===== src/rtl/magic_ctrl_pkg.sv =====
// Shared types and constants for the magic-mode controller and its config bank.
package magic_ctrl_pkg;

   typedef enum logic [2:0] {
      StIdle,
      StPending,
      StMapped,
      StUnmap,
      StReenter
   } magic_state_t;

   localparam logic [7:0] MAGIC_CFG_STATUS_IDX = 8'h00;

   // Readback layout of the status byte: live status on top, cause below.
   function automatic logic [7:0] status_byte(input logic [3:0] live, input logic [3:0] cause_lo);
      return {live, cause_lo};
   endfunction

endpackage


===== src/rtl/magic_ctrl_if.sv =====
// Z80 bus view seen by the magic controller: address/data, decoded strobes and readback.
interface magic_ctrl_if;

   logic [15:0] bus_a;
   logic [7:0]  bus_d;
   logic        bus_mreq;
   logic        bus_ioreq;
   logic        bus_m1;
   logic        bus_rd;
   logic        bus_wr;
   logic        bus_mreq_rise;
   logic [7:0]  d_out;
   logic        d_out_active;

   modport master (
      output bus_a, bus_d, bus_mreq, bus_ioreq, bus_m1, bus_rd, bus_wr, bus_mreq_rise,
      input  d_out, d_out_active
   );

   modport slave (
      input  bus_a, bus_d, bus_mreq, bus_ioreq, bus_m1, bus_rd, bus_wr, bus_mreq_rise,
      output d_out, d_out_active
   );

endinterface


===== src/rtl/magic_ctrl_cfg_bank.sv =====
// Config byte bank for the magic controller: W1C cause register at index 0,
// plain bytes at 1..NREGS-1, and a registered readback mux.
module magic_cfg_bank
   import magic_ctrl_pkg::*;
#(
   parameter int unsigned           NREGS     = 16,
   parameter logic [NREGS*8-1:0]    CFG_RESET = '0,
   parameter int unsigned           NTRIG     = 2
) (
   input  logic               clk28,
   input  logic               rst,
   input  logic               cs_i,
   input  logic               wr_i,
   input  logic               rd_i,
   input  logic [7:0]         idx_i,
   input  logic [7:0]         wdata_i,
   input  logic [3:0]         status_i,
   input  logic               trig_set_i,
   input  logic [NTRIG-1:0]   trig_i,
   output logic [NTRIG-1:0]   cause_o,
   output logic [NREGS*8-1:0] cfg_o,
   output logic [7:0]         rdata_o,
   output logic               rdata_active_o
);

   localparam int unsigned IdxW = $clog2(NREGS);

   logic [NREGS-1:1][7:0] regs_q, regs_d;
   logic [NTRIG-1:0]      cause_q, cause_d;
   logic [7:0]            rdata_q, rdata_d;
   logic                  rdata_active_q, rdata_active_d;
   logic [7:0]            cause8;
   logic [7:0]            rd_mux;

   assign cause8 = 8'(cause_q);

   always_comb begin
      regs_d         = regs_q;
      cause_d        = cause_q;
      rdata_d        = rdata_q;
      rdata_active_d = cs_i & rd_i;
      rd_mux         = 8'hFF;

      if (cs_i && wr_i) begin
         if (idx_i == MAGIC_CFG_STATUS_IDX) begin
            cause_d = cause_q & ~wdata_i[NTRIG-1:0];
         end
         for (int i = 1; i < NREGS; i++) begin
            if (idx_i == 8'(i)) regs_d[IdxW'(i)] = wdata_i;
         end
      end
      // A trigger only fires outside magic mode, so it overrides any W1C on the same clock.
      if (trig_set_i) cause_d = trig_i;

      if (idx_i == MAGIC_CFG_STATUS_IDX) rd_mux = status_byte(status_i, cause8[3:0]);
      for (int i = 1; i < NREGS; i++) begin
         if (idx_i == 8'(i)) rd_mux = regs_q[IdxW'(i)];
      end
      if (cs_i && rd_i) rdata_d = rd_mux;
   end

   always_ff @(posedge clk28 or posedge rst) begin
      if (rst) begin
         regs_q         <= CFG_RESET[NREGS*8-1:8];
         cause_q        <= '0;
         rdata_q        <= '0;
         rdata_active_q <= 1'b0;
      end else begin
         regs_q         <= regs_d;
         cause_q        <= cause_d;
         rdata_q        <= rdata_d;
         rdata_active_q <= rdata_active_d;
      end
   end

   assign cause_o        = cause_q;
   assign cfg_o          = {regs_q, cause8};
   assign rdata_o        = rdata_q;
   assign rdata_active_o = rdata_active_q;

endmodule


===== src/rtl/magic_ctrl.sv =====
// Magic-mode controller: NMI entry on frame-synchronised triggers, magic ROM mapping with a
// signature check, exit/re-entry decode and a config bank readable over the magic I/O port.
module magic_ctrl
   import magic_ctrl_pkg::*;
#(
   parameter int unsigned           NTRIG          = 2,
   parameter int unsigned           SIG_LEN        = 2,
   parameter logic [7:0]            SIG_BYTE       = 8'hEB,
   parameter logic [15:0]           NMI_ADDR       = 16'h0066,
   parameter logic [15:0]           EXIT_ADDR      = 16'hF000,
   parameter logic [15:0]           REENTER_ADDR   = 16'hF008,
   parameter logic [7:0]            CFG_PORT       = 8'hFF,
   parameter int unsigned           NREGS          = 16,
   parameter logic [NREGS*8-1:0]    CFG_RESET      = '0,
   parameter bit                    MAGIC_ON_START = 1'b1
) (
   input  logic               clk28,
   input  logic               rst,
   magic_ctrl_if.slave        bus,
   input  logic               n_int,
   input  logic               n_int_next,
   input  logic [NTRIG-1:0]   trig,
   input  logic [3:0]         status_in,
   output logic               n_nmi,
   output logic               magic_mode,
   output logic               magic_map,
   output logic [NTRIG-1:0]   cause,
   output logic [NREGS*8-1:0] cfg
);

   localparam int unsigned   SigW    = (SIG_LEN > 0) ? $clog2(SIG_LEN + 1) : 1;
   localparam logic [SigW-1:0] SigInit = SigW'(SIG_LEN);

   magic_state_t    state_q, state_d;
   logic            n_nmi_q, n_nmi_d;
   logic            mode_q, mode_d;
   logic            map_q, map_d;
   logic            reenter_q, reenter_d;
   logic            fetch_q, fetch_d;
   logic            match_q, match_d;
   logic [SigW-1:0] sig_q, sig_d;

   logic fe, fetch, m1_rise, rd_cycle, trig_fire, cfg_cs;

   assign fe        = n_int & ~n_int_next;
   assign fetch     = bus.bus_m1 & bus.bus_mreq & bus.bus_rd;
   assign m1_rise   = bus.bus_m1 & bus.bus_mreq_rise;
   assign rd_cycle  = bus.bus_mreq & bus.bus_rd;
   assign trig_fire = fe & (|trig) & ~mode_q & (state_q == StIdle);
   assign cfg_cs    = map_q & bus.bus_ioreq & (bus.bus_a[7:0] == CFG_PORT);

   always_comb begin
      state_d   = state_q;
      n_nmi_d   = n_nmi_q;
      mode_d    = mode_q;
      map_d     = map_q;
      reenter_d = reenter_q;
      sig_d     = sig_q;
      fetch_d   = fetch;
      // Opcode comparison is latched during the fetch and judged when the strobe ends.
      match_d   = fetch ? (bus.bus_d == SIG_BYTE) : match_q;

      unique case (state_q)
         StIdle: begin
            if (trig_fire) begin
               n_nmi_d = 1'b0;
               mode_d  = 1'b1;
               state_d = StPending;
            end
         end
         StPending: begin
            if (m1_rise && bus.bus_a == NMI_ADDR) begin
               map_d   = 1'b1;
               n_nmi_d = 1'b1;
               sig_d   = SigInit;
               state_d = StMapped;
            end
         end
         StMapped: begin
            if (sig_q != '0) begin
               if (fetch_q && !fetch) begin
                  if (match_q) begin
                     sig_d = sig_q - SigW'(1);
                  end else begin
                     mode_d  = 1'b0;
                     map_d   = 1'b0;
                     sig_d   = '0;
                     state_d = StIdle;
                  end
               end
            end else if (rd_cycle && bus.bus_a == EXIT_ADDR) begin
               mode_d    = 1'b0;
               reenter_d = 1'b0;
               state_d   = StUnmap;
            end else if (rd_cycle && bus.bus_a == REENTER_ADDR) begin
               reenter_d = 1'b1;
               state_d   = StUnmap;
            end
         end
         StUnmap: begin
            // Hold the ROM mapped until the exit read itself has completed.
            if (!bus.bus_mreq) begin
               map_d   = 1'b0;
               state_d = reenter_q ? StReenter : StIdle;
            end
         end
         StReenter: begin
            if (m1_rise) begin
               map_d   = 1'b1;
               state_d = StMapped;
            end
         end
         default: state_d = StIdle;
      endcase
   end

   always_ff @(posedge clk28 or posedge rst) begin
      if (rst) begin
         state_q   <= MAGIC_ON_START ? StMapped : StIdle;
         n_nmi_q   <= 1'b1;
         mode_q    <= MAGIC_ON_START;
         map_q     <= MAGIC_ON_START;
         reenter_q <= 1'b0;
         sig_q     <= MAGIC_ON_START ? SigInit : '0;
         fetch_q   <= 1'b0;
         match_q   <= 1'b0;
      end else begin
         state_q   <= state_d;
         n_nmi_q   <= n_nmi_d;
         mode_q    <= mode_d;
         map_q     <= map_d;
         reenter_q <= reenter_d;
         sig_q     <= sig_d;
         fetch_q   <= fetch_d;
         match_q   <= match_d;
      end
   end

   assign n_nmi      = n_nmi_q;
   assign magic_mode = mode_q;
   assign magic_map  = map_q;

   magic_cfg_bank #(
      .NREGS     (NREGS),
      .CFG_RESET (CFG_RESET),
      .NTRIG     (NTRIG)
   ) u_cfg_bank (
      .clk28          (clk28),
      .rst            (rst),
      .cs_i           (cfg_cs),
      .wr_i           (bus.bus_wr),
      .rd_i           (bus.bus_rd),
      .idx_i          (bus.bus_a[15:8]),
      .wdata_i        (bus.bus_d),
      .status_i       (status_in),
      .trig_set_i     (trig_fire),
      .trig_i         (trig),
      .cause_o        (cause),
      .cfg_o          (cfg),
      .rdata_o        (bus.d_out),
      .rdata_active_o (bus.d_out_active)
   );

endmodule

===== src/flat_wrapper.sv =====
// flat-port wrapper written by rule: the top's interface ports become plain ports
module magic_ctrl_flat import magic_ctrl_pkg::*;
#(
   parameter int unsigned           NTRIG          = 2,
   parameter int unsigned           SIG_LEN        = 2,
   parameter logic [7:0]            SIG_BYTE       = 8'hEB,
   parameter logic [15:0]           NMI_ADDR       = 16'h0066,
   parameter logic [15:0]           EXIT_ADDR      = 16'hF000,
   parameter logic [15:0]           REENTER_ADDR   = 16'hF008,
   parameter logic [7:0]            CFG_PORT       = 8'hFF,
   parameter int unsigned           NREGS          = 16,
   parameter logic [NREGS*8-1:0]    CFG_RESET      = '0,
   parameter bit                    MAGIC_ON_START = 1'b1
)
  (clk28, rst, n_int, n_int_next, trig, status_in, n_nmi, magic_mode, magic_map, cause, cfg, bus_bus_a, bus_bus_d, bus_bus_mreq, bus_bus_ioreq, bus_bus_m1, bus_bus_rd, bus_bus_wr, bus_bus_mreq_rise, bus_d_out, bus_d_out_active);
  magic_ctrl_if bus_i ();
  input  logic clk28;
  input  logic rst;
  input  logic n_int;
  input  logic n_int_next;
  input  logic [NTRIG-1:0] trig;
  input  logic [3:0] status_in;
  output logic n_nmi;
  output logic magic_mode;
  output logic magic_map;
  output logic [NTRIG-1:0] cause;
  output logic [NREGS*8-1:0] cfg;
  input wire logic [$bits(bus_i.bus_a)-1:0] bus_bus_a;
  input wire logic [$bits(bus_i.bus_d)-1:0] bus_bus_d;
  input wire logic [$bits(bus_i.bus_mreq)-1:0] bus_bus_mreq;
  input wire logic [$bits(bus_i.bus_ioreq)-1:0] bus_bus_ioreq;
  input wire logic [$bits(bus_i.bus_m1)-1:0] bus_bus_m1;
  input wire logic [$bits(bus_i.bus_rd)-1:0] bus_bus_rd;
  input wire logic [$bits(bus_i.bus_wr)-1:0] bus_bus_wr;
  input wire logic [$bits(bus_i.bus_mreq_rise)-1:0] bus_bus_mreq_rise;
  output wire logic [$bits(bus_i.d_out)-1:0] bus_d_out;
  output wire logic [$bits(bus_i.d_out_active)-1:0] bus_d_out_active;
  assign bus_i.bus_a = bus_bus_a;
  assign bus_i.bus_d = bus_bus_d;
  assign bus_i.bus_mreq = bus_bus_mreq;
  assign bus_i.bus_ioreq = bus_bus_ioreq;
  assign bus_i.bus_m1 = bus_bus_m1;
  assign bus_i.bus_rd = bus_bus_rd;
  assign bus_i.bus_wr = bus_bus_wr;
  assign bus_i.bus_mreq_rise = bus_bus_mreq_rise;
  assign bus_d_out = bus_i.d_out;
  assign bus_d_out_active = bus_i.d_out_active;
  magic_ctrl #(.NTRIG(NTRIG), .SIG_LEN(SIG_LEN), .SIG_BYTE(SIG_BYTE), .NMI_ADDR(NMI_ADDR), .EXIT_ADDR(EXIT_ADDR), .REENTER_ADDR(REENTER_ADDR), .CFG_PORT(CFG_PORT), .NREGS(NREGS), .CFG_RESET(CFG_RESET), .MAGIC_ON_START(MAGIC_ON_START)) u_core (.clk28(clk28), .rst(rst), .bus(bus_i), .n_int(n_int), .n_int_next(n_int_next), .trig(trig), .status_in(status_in), .n_nmi(n_nmi), .magic_mode(magic_mode), .magic_map(magic_map), .cause(cause), .cfg(cfg));
endmodule

===== config.mk =====
export PLATFORM = sky130hd
export DESIGN_NAME = magic_ctrl_flat
export DESIGN_NICKNAME = d
export VERILOG_FILES = /design/src/rtl/magic_ctrl_pkg.sv /design/src/rtl/magic_ctrl_if.sv /design/src/rtl/magic_ctrl_cfg_bank.sv /design/src/rtl/magic_ctrl.sv /design/src/flat_wrapper.sv
export SDC_FILE = /design/constraint.sdc
export NUM_CORES = 1
export LEC_CHECK = 0
export CORE_ASPECT_RATIO = 1.4
export CORE_MARGIN = 10
export CORE_UTILIZATION = 40
export CTS_BUF_LIST = sky130_fd_sc_hd__clkbuf_8 sky130_fd_sc_hd__clkbuf_16
export DETAILED_ROUTE_END_ITERATION = 10
export PLACE_DENSITY_LB_ADDON = 0.08
export SYNTH_ARGS = -nofsm -noshare
export SYNTH_HDL_FRONTEND = slang
export SYNTH_SLANG_ARGS = --single-unit

===== constraint.sdc =====
create_clock -name clk28 -period 4.3 [get_ports clk28]
set_clock_uncertainty 0.15 [all_clocks]
set_input_delay 0.86 -clock clk28 [delete_from_list [all_inputs] [get_ports clk28]]
set_output_delay 0.86 -clock clk28 [all_outputs]
set_load 0.005 [all_outputs]

==> results.ini <==
[synth]
synth_seq_cells=78
synth_area_um2=4571
syn_area_per_cell_um2=10.56
synthFlopType=dfrtp_1
syn_inst=433
synth_top_area_cell=dfrtp_1
synth.area.top_cells=dfrtp_1, mux2_2, buf_4, dfstp_2, nor2_1
ys_seq_area_frac=0.4284
synth_top_area_share=0.3997
ys_warn_count=0
synth-edff-count=0
synthArstFlopShare=1.000
synthDistinctLibCells=56

[sta]
finalCritPeriodShare=0.8313
period_needed_ns=3.575
slew_headroom=0.4824
fmax_ghz=0.2797
finalHoldViolCount=0
rsz0062_at_grt=no
fin_tns_setup_ns=0
report.final.slew_viol_count=0
worst_pin_slew_ns=0.7753
setup_viol_count_final=0
worst_slack_ns=0.7253

[die]
die_h_um=146.5
initial_utilization=0.4052
ioPinCount=182
std_cell_rows=46
die_area_um2=16160
core-area_um2=11280
dieWidth_um=110.3

[worst_hold_path]
hp-start=u_core.u_cfg_bank.rdata_o[3]
hold_path_class=reg2reg
min_to=u_core.u_cfg_bank.rdata_o[3]
holdPathStages=2

[layout]
drive_gt1_frac=0.1869
layout_commonest_cell=clkdlybuf4s50_1
final_cell_mix=clkdlybuf4s50_1, dfrtp_1, conb_1, mux2_2, nor2_1
final_cell_count_no_fill=695
diodes=0
layout.nets=587
utilization=0.5234
syn_to_final_growth_pct=29.18

[clock_tree]
clock-root-buffer=clkbuf_16
htree_levels=3
clk_pin_slew_ns=0.06
cts_max_path_buffers=2
clk_latency_ns=0.33
clock-sinks=78
cts_resized=0
cts_tree=yes
cts_inserted_buffers=9
postCtsSetupRepairBufs=0
cts.hold.buffers_added=0

[grt]
track_usage=0.1826
grt_pass1_wl_um=22740
grt_pass1_vias=3850
antenna_found_initial=0
overflow=0
grt_max_degree=48

[setup_path]
worst-path-max-fanout=12
cpMaxStageDelayCell=or4_1
crit_required_ns=4.37
worstSetupStartpoint=bus_bus_a[13]
startpoint_type=input pin
reg2reg_depth=4
endpoint_kind=flip-flop
arrival_ns=3.65
max_stage_delay_ns=0.72
rr_endpoint=u_core.u_cfg_bank.cfg_o[10]
r2r_slack_ns=1.66
critPathKind=in2reg
rr_startpoint=u_core.magic_map
path_cells=clkdlybuf4s50_1 > or4_4 > or4_1 > nor3_4 > mux2_2

[placed_design]
hpwl_um=11490
pre_cts_ws_ns=0.3522
place_inst=679
portBuffers=111
gp_congestion=0.9719

[drt]
vias=3564
first_pass_iters=4
wl_per_cell_um=21.35
drc=0
drt-vias-per-instance=5.128
drt_iter0_drc=204
ant_nets=0
drt-total-wl_um=14840

[power_and_ir_drop]
ir_drop_v=0.0002304
cellLeakagePower_nw=2.700
powerDensity_nw_per_um2=314.4
power_mw=1.856

[status]
status=complete, no violations

[run]
max_cap_violations=0

routing by layer:
metal,share of wire,global-route usage,wire (µm)
met5,0,0,0
met4,0.027,0.06894,398
met3,0.071,0.04537,1053
met2,0.51,0.3129,7579
met1,0.39,0.2097,5809
sequential cells by signal (all words and copies together), names as in the netlist:
| register | cells |
|---|---|
| u_core.u_cfg_bank.rdata_o | 8 |
| u_core.u_cfg_bank.cfg_o | 56 |
| u_core.match_q | 1 |
| u_core.u_cfg_bank.rdata_active_o | 1 |
| u_core.state_q | 3 |
| u_core.u_cfg_bank.cause_o | 2 |
| u_core.sig_q | 2 |
| u_core.magic_mode | 1 |
| u_core.reenter_q | 1 |
| u_core.magic_map | 1 |
| u_core.fetch_q | 1 |
| u_core.n_nmi | 1 |
worst max path at each step:
| stage | to | slack [ns] | cells past startpoint |
|---|---|---|---|
| final | u_core.u_cfg_bank.cfg_o[10] | 0.73 | 5 |
| after global routing | u_core.u_cfg_bank.cfg_o[10] | 0.61 | 5 |
| after CTS | u_core.u_cfg_bank.cfg_o[10] | 0.70 | 5 |
| after detailed placement | u_core.u_cfg_bank.cfg_o[10] | 0.35 | 5 |
| after global placement | u_core.u_cfg_bank.cfg_o[10] | 0.39 | 5 |
| after floorplan | u_core.u_cfg_bank.cfg_o[10] | 1.25 | 6 |
synthesized netlist by cell type (3+ instances only):
cell	count
nand2b_1	3
dfstp_2	5
nand4b_1	4
nand3_1	7
a221o_1	4
a211oi_1	9
nor4_1	3
nor3_1	9
mux4_2	3
or4_1	3
clkbuf_1	11
nor3_4	5
o21ai_0	15
mux2_2	56
nor2_1	24
nor2b_1	7
a21oi_1	16
nand2_1	19
inv_1	18
mux2i_1	8
buf_4	74
o22a_1	4
dfrtp_1	73
o22ai_1	11
logic make-up (layout without fill, tap and decap cells):
kind of cell | count (synthesis) | count (layout) | synth area share
other | 1 | 70 | 0.0008205
flip-flops | 78 | 78 | 0.4284
AO/OA/AOI/OAI | 79 | 79 | 0.1161
buffers and inverters | 107 | 156 | 0.1492
adder cells (fa/ha/maj) | 1 | 1 | 0.002737
AND/OR/NAND/NOR | 100 | 100 | 0.1325
multiplexers | 67 | 67 | 0.1703
metrics by stage:
stage | instance area [µm²] | hold slack, ns
after detailed placement | 5602 | 0.3228
after CTS | 5904 | 0.3370
final | 5904 | 0.3330
after global routing | 5904 | 0.3677
after global placement | 5602 | 0.3268
after floorplan | 4830 | 0.3219
critical path, delay by kind of cell:
| family | cells | cell delay [ns] |
|---|---|---|
| buf+inv | 1 | 0.45 |
| mux | 1 | 0.41 |
| simple gates | 3 | 1.92 |
power by group:
part | internal (mW) | switching [mW]
registers | 0.771 | 0.0392
clock network | 0.476 | 0.294
logic | 0.137 | 0.139
final cells by class:
| class | count | area (µm²) |
|---|---|---|
| Clock inverter | 5 | 50.05 |
| Multi-Input combinational cell | 317 | 2190 |
| Tap cell | 144 | 180.2 |
| Sequential cell | 78 | 1958 |
| Fill cell | 1046 | 5376 |
| Timing Repair Buffer | 122 | 1206 |
| Inverter | 18 | 67.56 |
| Clock buffer | 11 | 252.7 |
Power figures use the tool's default switching activity.
